===== src/rtl/buf_arbiter_if.sv =====
// Requester and buffer bus bundle for buf_arbiter.
// master: the arbiter's view (drives the buffer bus and requester replies).
// slave:  the environment's view (requesters and the buffer).
interface buf_arbiter_if;
  // Requester 0 (WB side)
  logic        R0_REQ;
  logic        R0_WE;
  logic [7:0]  R0_ADDR;
  logic [31:0] R0_DATA_I;
  logic [31:0] R0_DATA_O;
  logic        R0_ACK;
  logic        R0_ERR;
  // Requester 1 (SPI side)
  logic        R1_REQ;
  logic        R1_WE;
  logic [7:0]  R1_ADDR;
  logic [31:0] R1_DATA_I;
  logic [31:0] R1_DATA_O;
  logic        R1_ACK;
  logic        R1_ERR;
  // Shared buffer port
  logic        BUF_STB_O;
  logic        BUF_WRn;
  logic [7:0]  BUF_ADDR_O;
  logic [31:0] BUF_DATA_O;
  logic [31:0] BUF_DATA_I;
  logic        BUF_ACK;
  logic        GNT_O;

  modport master (
    input  R0_REQ, R0_WE, R0_ADDR, R0_DATA_I,
    input  R1_REQ, R1_WE, R1_ADDR, R1_DATA_I,
    input  BUF_DATA_I, BUF_ACK,
    output R0_DATA_O, R0_ACK, R0_ERR,
    output R1_DATA_O, R1_ACK, R1_ERR,
    output BUF_STB_O, BUF_WRn, BUF_ADDR_O, BUF_DATA_O, GNT_O
  );

  modport slave (
    output R0_REQ, R0_WE, R0_ADDR, R0_DATA_I,
    output R1_REQ, R1_WE, R1_ADDR, R1_DATA_I,
    output BUF_DATA_I, BUF_ACK,
    input  R0_DATA_O, R0_ACK, R0_ERR,
    input  R1_DATA_O, R1_ACK, R1_ERR,
    input  BUF_STB_O, BUF_WRn, BUF_ADDR_O, BUF_DATA_O, GNT_O
  );
endinterface


===== src/rtl/buf_arbiter.sv =====
// Two-requester round-robin arbiter for a single shared buffer port.
// A granted access is latched onto the buffer bus, held until BUF_ACK,
// answered with a one-clock ACK to the owner, then followed by a one-clock
// RELEASE gap before the next arbitration.
// Optional feature: define BUF_ARB_TIMEOUT_EN to abort a BUSY access after
// TIMEOUT_CYCLES clocks without BUF_ACK, answering the owner with ERR.
module buf_arbiter #(
  parameter int unsigned TIMEOUT_CYCLES = 16
) (
  input  logic          WB_CLK_I,
  input  logic          WB_RST_I,
  buf_arbiter_if.master bus
);

  typedef enum logic [1:0] {
    IDLE    = 2'd0,
    BUSY    = 2'd1,
    RELEASE = 2'd2
  } state_t;

  state_t      state_reg, state_next;
  logic        stb_reg, stb_next;
  logic        wrn_reg, wrn_next;
  logic [7:0]  addr_reg, addr_next;
  logic [31:0] wdata_reg, wdata_next;
  logic        gnt_reg, gnt_next;
  logic        ack0_reg, ack0_next;
  logic        ack1_reg, ack1_next;
  logic [31:0] rdata0_reg, rdata0_next;
  logic [31:0] rdata1_reg, rdata1_next;
  logic        win_sel;

`ifdef BUF_ARB_TIMEOUT_EN
  localparam logic [7:0] TIMEOUT_LAST = 8'(TIMEOUT_CYCLES - 1);
  logic [7:0]  cnt_reg, cnt_next;
  logic        err0_reg, err0_next;
  logic        err1_reg, err1_next;
`endif

  // Reject out-of-range timeout limits at elaboration.
  generate
    if (TIMEOUT_CYCLES < 2 || TIMEOUT_CYCLES > 255) begin : g_bad_timeout
      $error("buf_arbiter: TIMEOUT_CYCLES must be in 2..255");
    end
  endgenerate

  // Winner: on a tie the requester not granted last, otherwise whoever asks.
  assign win_sel = (bus.R0_REQ && bus.R1_REQ) ? ~gnt_reg : bus.R1_REQ;

  // Next-state and next-output logic; every register holds unless changed.
  always_comb begin
    state_next  = state_reg;
    stb_next    = stb_reg;
    wrn_next    = wrn_reg;
    addr_next   = addr_reg;
    wdata_next  = wdata_reg;
    gnt_next    = gnt_reg;
    ack0_next   = 1'b0;
    ack1_next   = 1'b0;
    rdata0_next = rdata0_reg;
    rdata1_next = rdata1_reg;
`ifdef BUF_ARB_TIMEOUT_EN
    cnt_next    = cnt_reg;
    err0_next   = 1'b0;
    err1_next   = 1'b0;
`endif
    case (state_reg)
      IDLE: begin
        if (bus.R0_REQ || bus.R1_REQ) begin
          gnt_next   = win_sel;
          wrn_next   = win_sel ? bus.R1_WE     : bus.R0_WE;
          addr_next  = win_sel ? bus.R1_ADDR   : bus.R0_ADDR;
          wdata_next = win_sel ? bus.R1_DATA_I : bus.R0_DATA_I;
          stb_next   = 1'b1;
          state_next = BUSY;
`ifdef BUF_ARB_TIMEOUT_EN
          cnt_next   = 8'd0;
`endif
        end
      end
      BUSY: begin
        // BUF_ACK is tested first so it wins over a timeout in the same cycle.
        if (bus.BUF_ACK) begin
          stb_next   = 1'b0;
          state_next = RELEASE;
          if (gnt_reg) ack1_next = 1'b1;
          else         ack0_next = 1'b1;
          if (!wrn_reg) begin
            if (gnt_reg) rdata1_next = bus.BUF_DATA_I;
            else         rdata0_next = bus.BUF_DATA_I;
          end
        end
`ifdef BUF_ARB_TIMEOUT_EN
        else if (cnt_reg == TIMEOUT_LAST) begin
          stb_next   = 1'b0;
          state_next = RELEASE;
          if (gnt_reg) err1_next = 1'b1;
          else         err0_next = 1'b1;
        end else begin
          cnt_next = cnt_reg + 8'd1;
        end
`endif
      end
      RELEASE: begin
        state_next = IDLE;
      end
      default: begin
        state_next = IDLE;
        stb_next   = 1'b0;
      end
    endcase
  end

  // State and output registers with synchronous reset.
  always_ff @(posedge WB_CLK_I) begin
    if (WB_RST_I) begin
      state_reg  <= IDLE;
      stb_reg    <= 1'b0;
      wrn_reg    <= 1'b0;
      addr_reg   <= 8'd0;
      wdata_reg  <= 32'd0;
      gnt_reg    <= 1'b1;
      ack0_reg   <= 1'b0;
      ack1_reg   <= 1'b0;
      rdata0_reg <= 32'd0;
      rdata1_reg <= 32'd0;
`ifdef BUF_ARB_TIMEOUT_EN
      cnt_reg    <= 8'd0;
      err0_reg   <= 1'b0;
      err1_reg   <= 1'b0;
`endif
    end else begin
      state_reg  <= state_next;
      stb_reg    <= stb_next;
      wrn_reg    <= wrn_next;
      addr_reg   <= addr_next;
      wdata_reg  <= wdata_next;
      gnt_reg    <= gnt_next;
      ack0_reg   <= ack0_next;
      ack1_reg   <= ack1_next;
      rdata0_reg <= rdata0_next;
      rdata1_reg <= rdata1_next;
`ifdef BUF_ARB_TIMEOUT_EN
      cnt_reg    <= cnt_next;
      err0_reg   <= err0_next;
      err1_reg   <= err1_next;
`endif
    end
  end

  assign bus.BUF_STB_O  = stb_reg;
  assign bus.BUF_WRn    = wrn_reg;
  assign bus.BUF_ADDR_O = addr_reg;
  assign bus.BUF_DATA_O = wdata_reg;
  assign bus.GNT_O      = gnt_reg;
  assign bus.R0_ACK     = ack0_reg;
  assign bus.R1_ACK     = ack1_reg;
  assign bus.R0_DATA_O  = rdata0_reg;
  assign bus.R1_DATA_O  = rdata1_reg;
`ifdef BUF_ARB_TIMEOUT_EN
  assign bus.R0_ERR     = err0_reg;
  assign bus.R1_ERR     = err1_reg;
`else
  assign bus.R0_ERR     = 1'b0;
  assign bus.R1_ERR     = 1'b0;
`endif

endmodule


===== src/flat_wrapper.sv =====
// flat-port wrapper written by rule: the top's interface ports become plain ports
module buf_arbiter_flat 
#(
  parameter int unsigned TIMEOUT_CYCLES = 16
)
  (WB_CLK_I, WB_RST_I, bus_R0_REQ, bus_R0_WE, bus_R0_ADDR, bus_R0_DATA_I, bus_R1_REQ, bus_R1_WE, bus_R1_ADDR, bus_R1_DATA_I, bus_BUF_DATA_I, bus_BUF_ACK, bus_R0_DATA_O, bus_R0_ACK, bus_R0_ERR, bus_R1_DATA_O, bus_R1_ACK, bus_R1_ERR, bus_BUF_STB_O, bus_BUF_WRn, bus_BUF_ADDR_O, bus_BUF_DATA_O, bus_GNT_O);
  buf_arbiter_if bus_i ();
  input  logic WB_CLK_I;
  input  logic WB_RST_I;
  input wire logic [$bits(bus_i.R0_REQ)-1:0] bus_R0_REQ;
  input wire logic [$bits(bus_i.R0_WE)-1:0] bus_R0_WE;
  input wire logic [$bits(bus_i.R0_ADDR)-1:0] bus_R0_ADDR;
  input wire logic [$bits(bus_i.R0_DATA_I)-1:0] bus_R0_DATA_I;
  input wire logic [$bits(bus_i.R1_REQ)-1:0] bus_R1_REQ;
  input wire logic [$bits(bus_i.R1_WE)-1:0] bus_R1_WE;
  input wire logic [$bits(bus_i.R1_ADDR)-1:0] bus_R1_ADDR;
  input wire logic [$bits(bus_i.R1_DATA_I)-1:0] bus_R1_DATA_I;
  input wire logic [$bits(bus_i.BUF_DATA_I)-1:0] bus_BUF_DATA_I;
  input wire logic [$bits(bus_i.BUF_ACK)-1:0] bus_BUF_ACK;
  output wire logic [$bits(bus_i.R0_DATA_O)-1:0] bus_R0_DATA_O;
  output wire logic [$bits(bus_i.R0_ACK)-1:0] bus_R0_ACK;
  output wire logic [$bits(bus_i.R0_ERR)-1:0] bus_R0_ERR;
  output wire logic [$bits(bus_i.R1_DATA_O)-1:0] bus_R1_DATA_O;
  output wire logic [$bits(bus_i.R1_ACK)-1:0] bus_R1_ACK;
  output wire logic [$bits(bus_i.R1_ERR)-1:0] bus_R1_ERR;
  output wire logic [$bits(bus_i.BUF_STB_O)-1:0] bus_BUF_STB_O;
  output wire logic [$bits(bus_i.BUF_WRn)-1:0] bus_BUF_WRn;
  output wire logic [$bits(bus_i.BUF_ADDR_O)-1:0] bus_BUF_ADDR_O;
  output wire logic [$bits(bus_i.BUF_DATA_O)-1:0] bus_BUF_DATA_O;
  output wire logic [$bits(bus_i.GNT_O)-1:0] bus_GNT_O;
  assign bus_i.R0_REQ = bus_R0_REQ;
  assign bus_i.R0_WE = bus_R0_WE;
  assign bus_i.R0_ADDR = bus_R0_ADDR;
  assign bus_i.R0_DATA_I = bus_R0_DATA_I;
  assign bus_i.R1_REQ = bus_R1_REQ;
  assign bus_i.R1_WE = bus_R1_WE;
  assign bus_i.R1_ADDR = bus_R1_ADDR;
  assign bus_i.R1_DATA_I = bus_R1_DATA_I;
  assign bus_i.BUF_DATA_I = bus_BUF_DATA_I;
  assign bus_i.BUF_ACK = bus_BUF_ACK;
  assign bus_R0_DATA_O = bus_i.R0_DATA_O;
  assign bus_R0_ACK = bus_i.R0_ACK;
  assign bus_R0_ERR = bus_i.R0_ERR;
  assign bus_R1_DATA_O = bus_i.R1_DATA_O;
  assign bus_R1_ACK = bus_i.R1_ACK;
  assign bus_R1_ERR = bus_i.R1_ERR;
  assign bus_BUF_STB_O = bus_i.BUF_STB_O;
  assign bus_BUF_WRn = bus_i.BUF_WRn;
  assign bus_BUF_ADDR_O = bus_i.BUF_ADDR_O;
  assign bus_BUF_DATA_O = bus_i.BUF_DATA_O;
  assign bus_GNT_O = bus_i.GNT_O;
  buf_arbiter #(.TIMEOUT_CYCLES(TIMEOUT_CYCLES)) u_core (.WB_CLK_I(WB_CLK_I), .WB_RST_I(WB_RST_I), .bus(bus_i));
endmodule

===== config.mk =====
export PLATFORM = sky130hd
export DESIGN_NAME = buf_arbiter_flat
export DESIGN_NICKNAME = d
export VERILOG_FILES = /design/src/rtl/buf_arbiter_if.sv /design/src/rtl/buf_arbiter.sv /design/src/flat_wrapper.sv
export SDC_FILE = /design/constraint.sdc
export NUM_CORES = 1
export LEC_CHECK = 0
export ABC_AREA = 1
export CAP_MARGIN = 40
export CORE_UTILIZATION = 38
export DETAILED_ROUTE_END_ITERATION = 16
export PLACE_DENSITY = 0.77
export SLEW_MARGIN = 25
export SYNTH_ARGS = -nofsm -noshare
export SYNTH_HDL_FRONTEND = slang
export SYNTH_SLANG_ARGS = --single-unit

===== constraint.sdc =====
create_clock -name WB_CLK_I -period 1.2 [get_ports WB_CLK_I]
set_clock_uncertainty 0.2 [all_clocks]
set_input_delay 0.12 -clock WB_CLK_I [delete_from_list [all_inputs] [get_ports WB_CLK_I]]
set_output_delay 0.12 -clock WB_CLK_I [all_outputs]
set_load 0.01 [all_outputs]

==> key figures <==
Floorplan
  • Initial Utilization: 0.3885
  • Die height: 118.4 um
  • Die X: 118.4 um
  • DIE AREA: 14010 um2
  • I/O Pins: 230
  • Row Count: 42
  • Core footprint: 13240 um2

Clock network
  • Clock buffer depth: 2
  • Max H-tree Level: 3
  • Hold-fix buffers, CTS: 0
  • Clock sink count: 111
  • Num CTS Buffers: 9
  • Later-pin clock latency in the skew report: 0.34 ns
  • Root buffer cell: clkbuf_16
  • TritonCTS clock tree: yes
  • Clk slew on worst S/H paths: 0.07 ns

Status
  • Failing checks: negative setup slack
  • Status: complete, but fails checks

Place
  • Dpl cell area: 7741 um2
  • RePlAce Congestion: 0.7776
  • HPWL Detailed: 9787 um
  • Port-buffer cells: 227

Power and ir drop
  • PwrDens: 1181 nW/um2
  • Leak pwr: 4.206 nW
  • Clock power share: 0.303
  • Psw: 0.002625 W
  • Pint: 0.006610 W
  • Combinational share of power: 0.249
  • Maximum VDD drop: 629.2 uV
  • Sw frac: 0.2842
  • Sequential power share: 0.448

Critical path
  • CP required: 1.24 ns
  • Crit path DAT: 1.45 ns
  • Crit. End Element: flip-flop
  • Setup CP Type: flip-flop to flip-flop
  • Critical Path Fanout Max: 7
  • Critical path launch point type: flip-flop

STA
  • Final Critical Period: 1.410 ns
  • RSZ-0062 raised after global routing: yes
  • Setup violators final: 108
  • Highest achievable clock rate: 709.0 MHz
  • Hold Vio Cnt, Final: 0
  • Max Slew Vio Count: 0
  • Final Cycle Share: 1.175
  • Final WS setup: -0.2104 ns

Yosys
  • Sequential fraction of the synthesis area: 0.4319
  • Yosys reg bits: 111
  • Post-synth top area share: 0.4319
  • Post-Synthesis Cells: 838
  • Syn_area_per_cell: 6.140 um2
  • Top post-synthesis cells by area: dfxtp_1 (43%), nand2_1 (22%), nor2_1 (19%)
  • Ys Warns: 0
  • Synth Cell Area: 5145 um2
  • Cell variety after synth: 22
  • Post-synth top area cell: dfxtp_1

Hold path
  • Hold WC Path Type: input pin to flip-flop

Global route
  • Global-route wire length before repair: 22220 um
  • Initial antenna violation count: 0
  • GRT overflow: 0
  • Number of global-route vias before repair: 4736
  • Largest net degree at the start of global routing: 69
  • GR Util All Layers: 0.1970

Finish
  • Fillers: 1305
  • Most common cell after layout, fill and taps aside: nand2_1
  • Area Growth Syn to Fin: 52.04%
  • Commonest cells after routing, fill and taps aside: nand2_1 (265), nor2_1 (250), clkdlybuf4s50_1 (116)
  • Fin util: 0.5907
  • Layout cells sized above 1: 0.2241
  • Final instance area: 7823 um2
  • Nets: 1187
  • # diodes: 0

Route
  • Initial DRC Count: 282
  • Mean routed wirelength per cell: 11.10 um
  • Final ANT Viol Nets: 0
  • Routed WL: 13840 um
  • Vias per cell: 4.258
  • Initial DRT Pass Iterations: 4
  • DR vias: 5310
  • Remaining DRCs: 0

Run
  • Max-cap check violation count: 0
[area by class of cell]
class                   instances  area (um2)  share of cell area
repair buffers                259        2227              0.2847
multi-input cells             569        2387              0.3052
clock buffers                  13       260.3             0.03327
clock inverters                 1       5.005           0.0006398
flip-flops and latches        111        2276              0.2909
well taps                     176       220.2             0.02815
inverters                     118       446.7             0.05710
[cells in the mapped netlist]
cell	n
buf_4	2
nand2_1	298
nand3_2	1
nand3_1	2
inv_2	2
nor2_2	1
nand2_2	1
o21ai_2	1
dfxtp_1	111
nand3b_1	1
nand3_4	1
nor3_1	2
inv_1	116
conb_1	1
buf_1	8
buf_6	12
nor2_8	2
nor2_1	254
clkbuf_1	2
a21oi_1	2
buf_2	17
o21ai_0	1
[final timing paths]
path                              end                startpoint  slack, ns  depth (start not counted)
max          u_core.bus.R1_DATA_O[13]       u_core.state_reg[1]      -0.21                          8
min                  u_core.bus.GNT_O                bus_R1_REQ       0.13                          4
max reg2reg  u_core.bus.R1_DATA_O[13]       u_core.state_reg[1]      -0.21                          8
min reg2reg  u_core.bus.R0_DATA_O[31]  u_core.bus.R0_DATA_O[31]       0.26                          2
[stage by stage]
step	power [W]	hold WS (ns)	std cells	setup WS [ns]	TNS [ns]
floorplan	0.005422	-0.02064	839	-0.08387	-5.820
global route	0.009798	0.1458	1247	-0.2585	-22.32
global placement	0.006611	0.2458	1223	-0.4753	-46.66
detailed placement	0.006645	0.2524	1223	-0.5469	-50.77
finish	0.009235	0.1261	1247	-0.2104	-14.63
CTS	0.009256	0.1669	1242	-0.1951	-16.13
[per-layer routing]
layer	routed length, um	part of all wire	global-route usage	vias up
li1	-	-	-	2844
met1	5741	0.41	0.2298	2259
met2	6496	0.47	0.3320	183
met3	1227	0.089	0.05840	24
met4	377	0.027	0.08894	0
met5	0	0	0	-
[critical path: stages (launching register included)]
cell	delay, ns
dfxtp_2	0.34
inv_4	0.09
nand3_4	0.09
nor2_8	0.15
buf_6	0.13
clkbuf_16	0.15
nand2_2	0.06
nand2_1	0.07
nor2_1	0.04
[what timing repair did]
action,4_1_cts,5_1_grt
buffers inserted,3,6
gates resized for setup,488,48
setup endpoints to repair,217,111
pin swaps,1,2
hold endpoints to repair,0,0
gates cloned,2,2
[power by group through the flow]
stage | logic [W] | clock network [W] | registers, W
3_3_place_gp | 0.00241 | 0 | 0.00420
2_1_floorplan | 0.00109 | 0 | 0.00433
4_1_cts | 0.00224 | 0.00288 | 0.00414
3_5_place_dp | 0.00243 | 0 | 0.00421
5_1_grt | 0.00257 | 0.00305 | 0.00417
6_report | 0.00230 | 0.00280 | 0.00414
[cells by family after synthesis]
logic type,count (synthesis),synth area share
AND/OR/NAND/NOR,563,0.4236
buffers and inverters,159,0.1391
AO/OA/AOI/OAI,4,0.004620
other,1,0.0007289
flip-flops,111,0.4319
No activity file was read; power rests on OpenSTA's default activity.
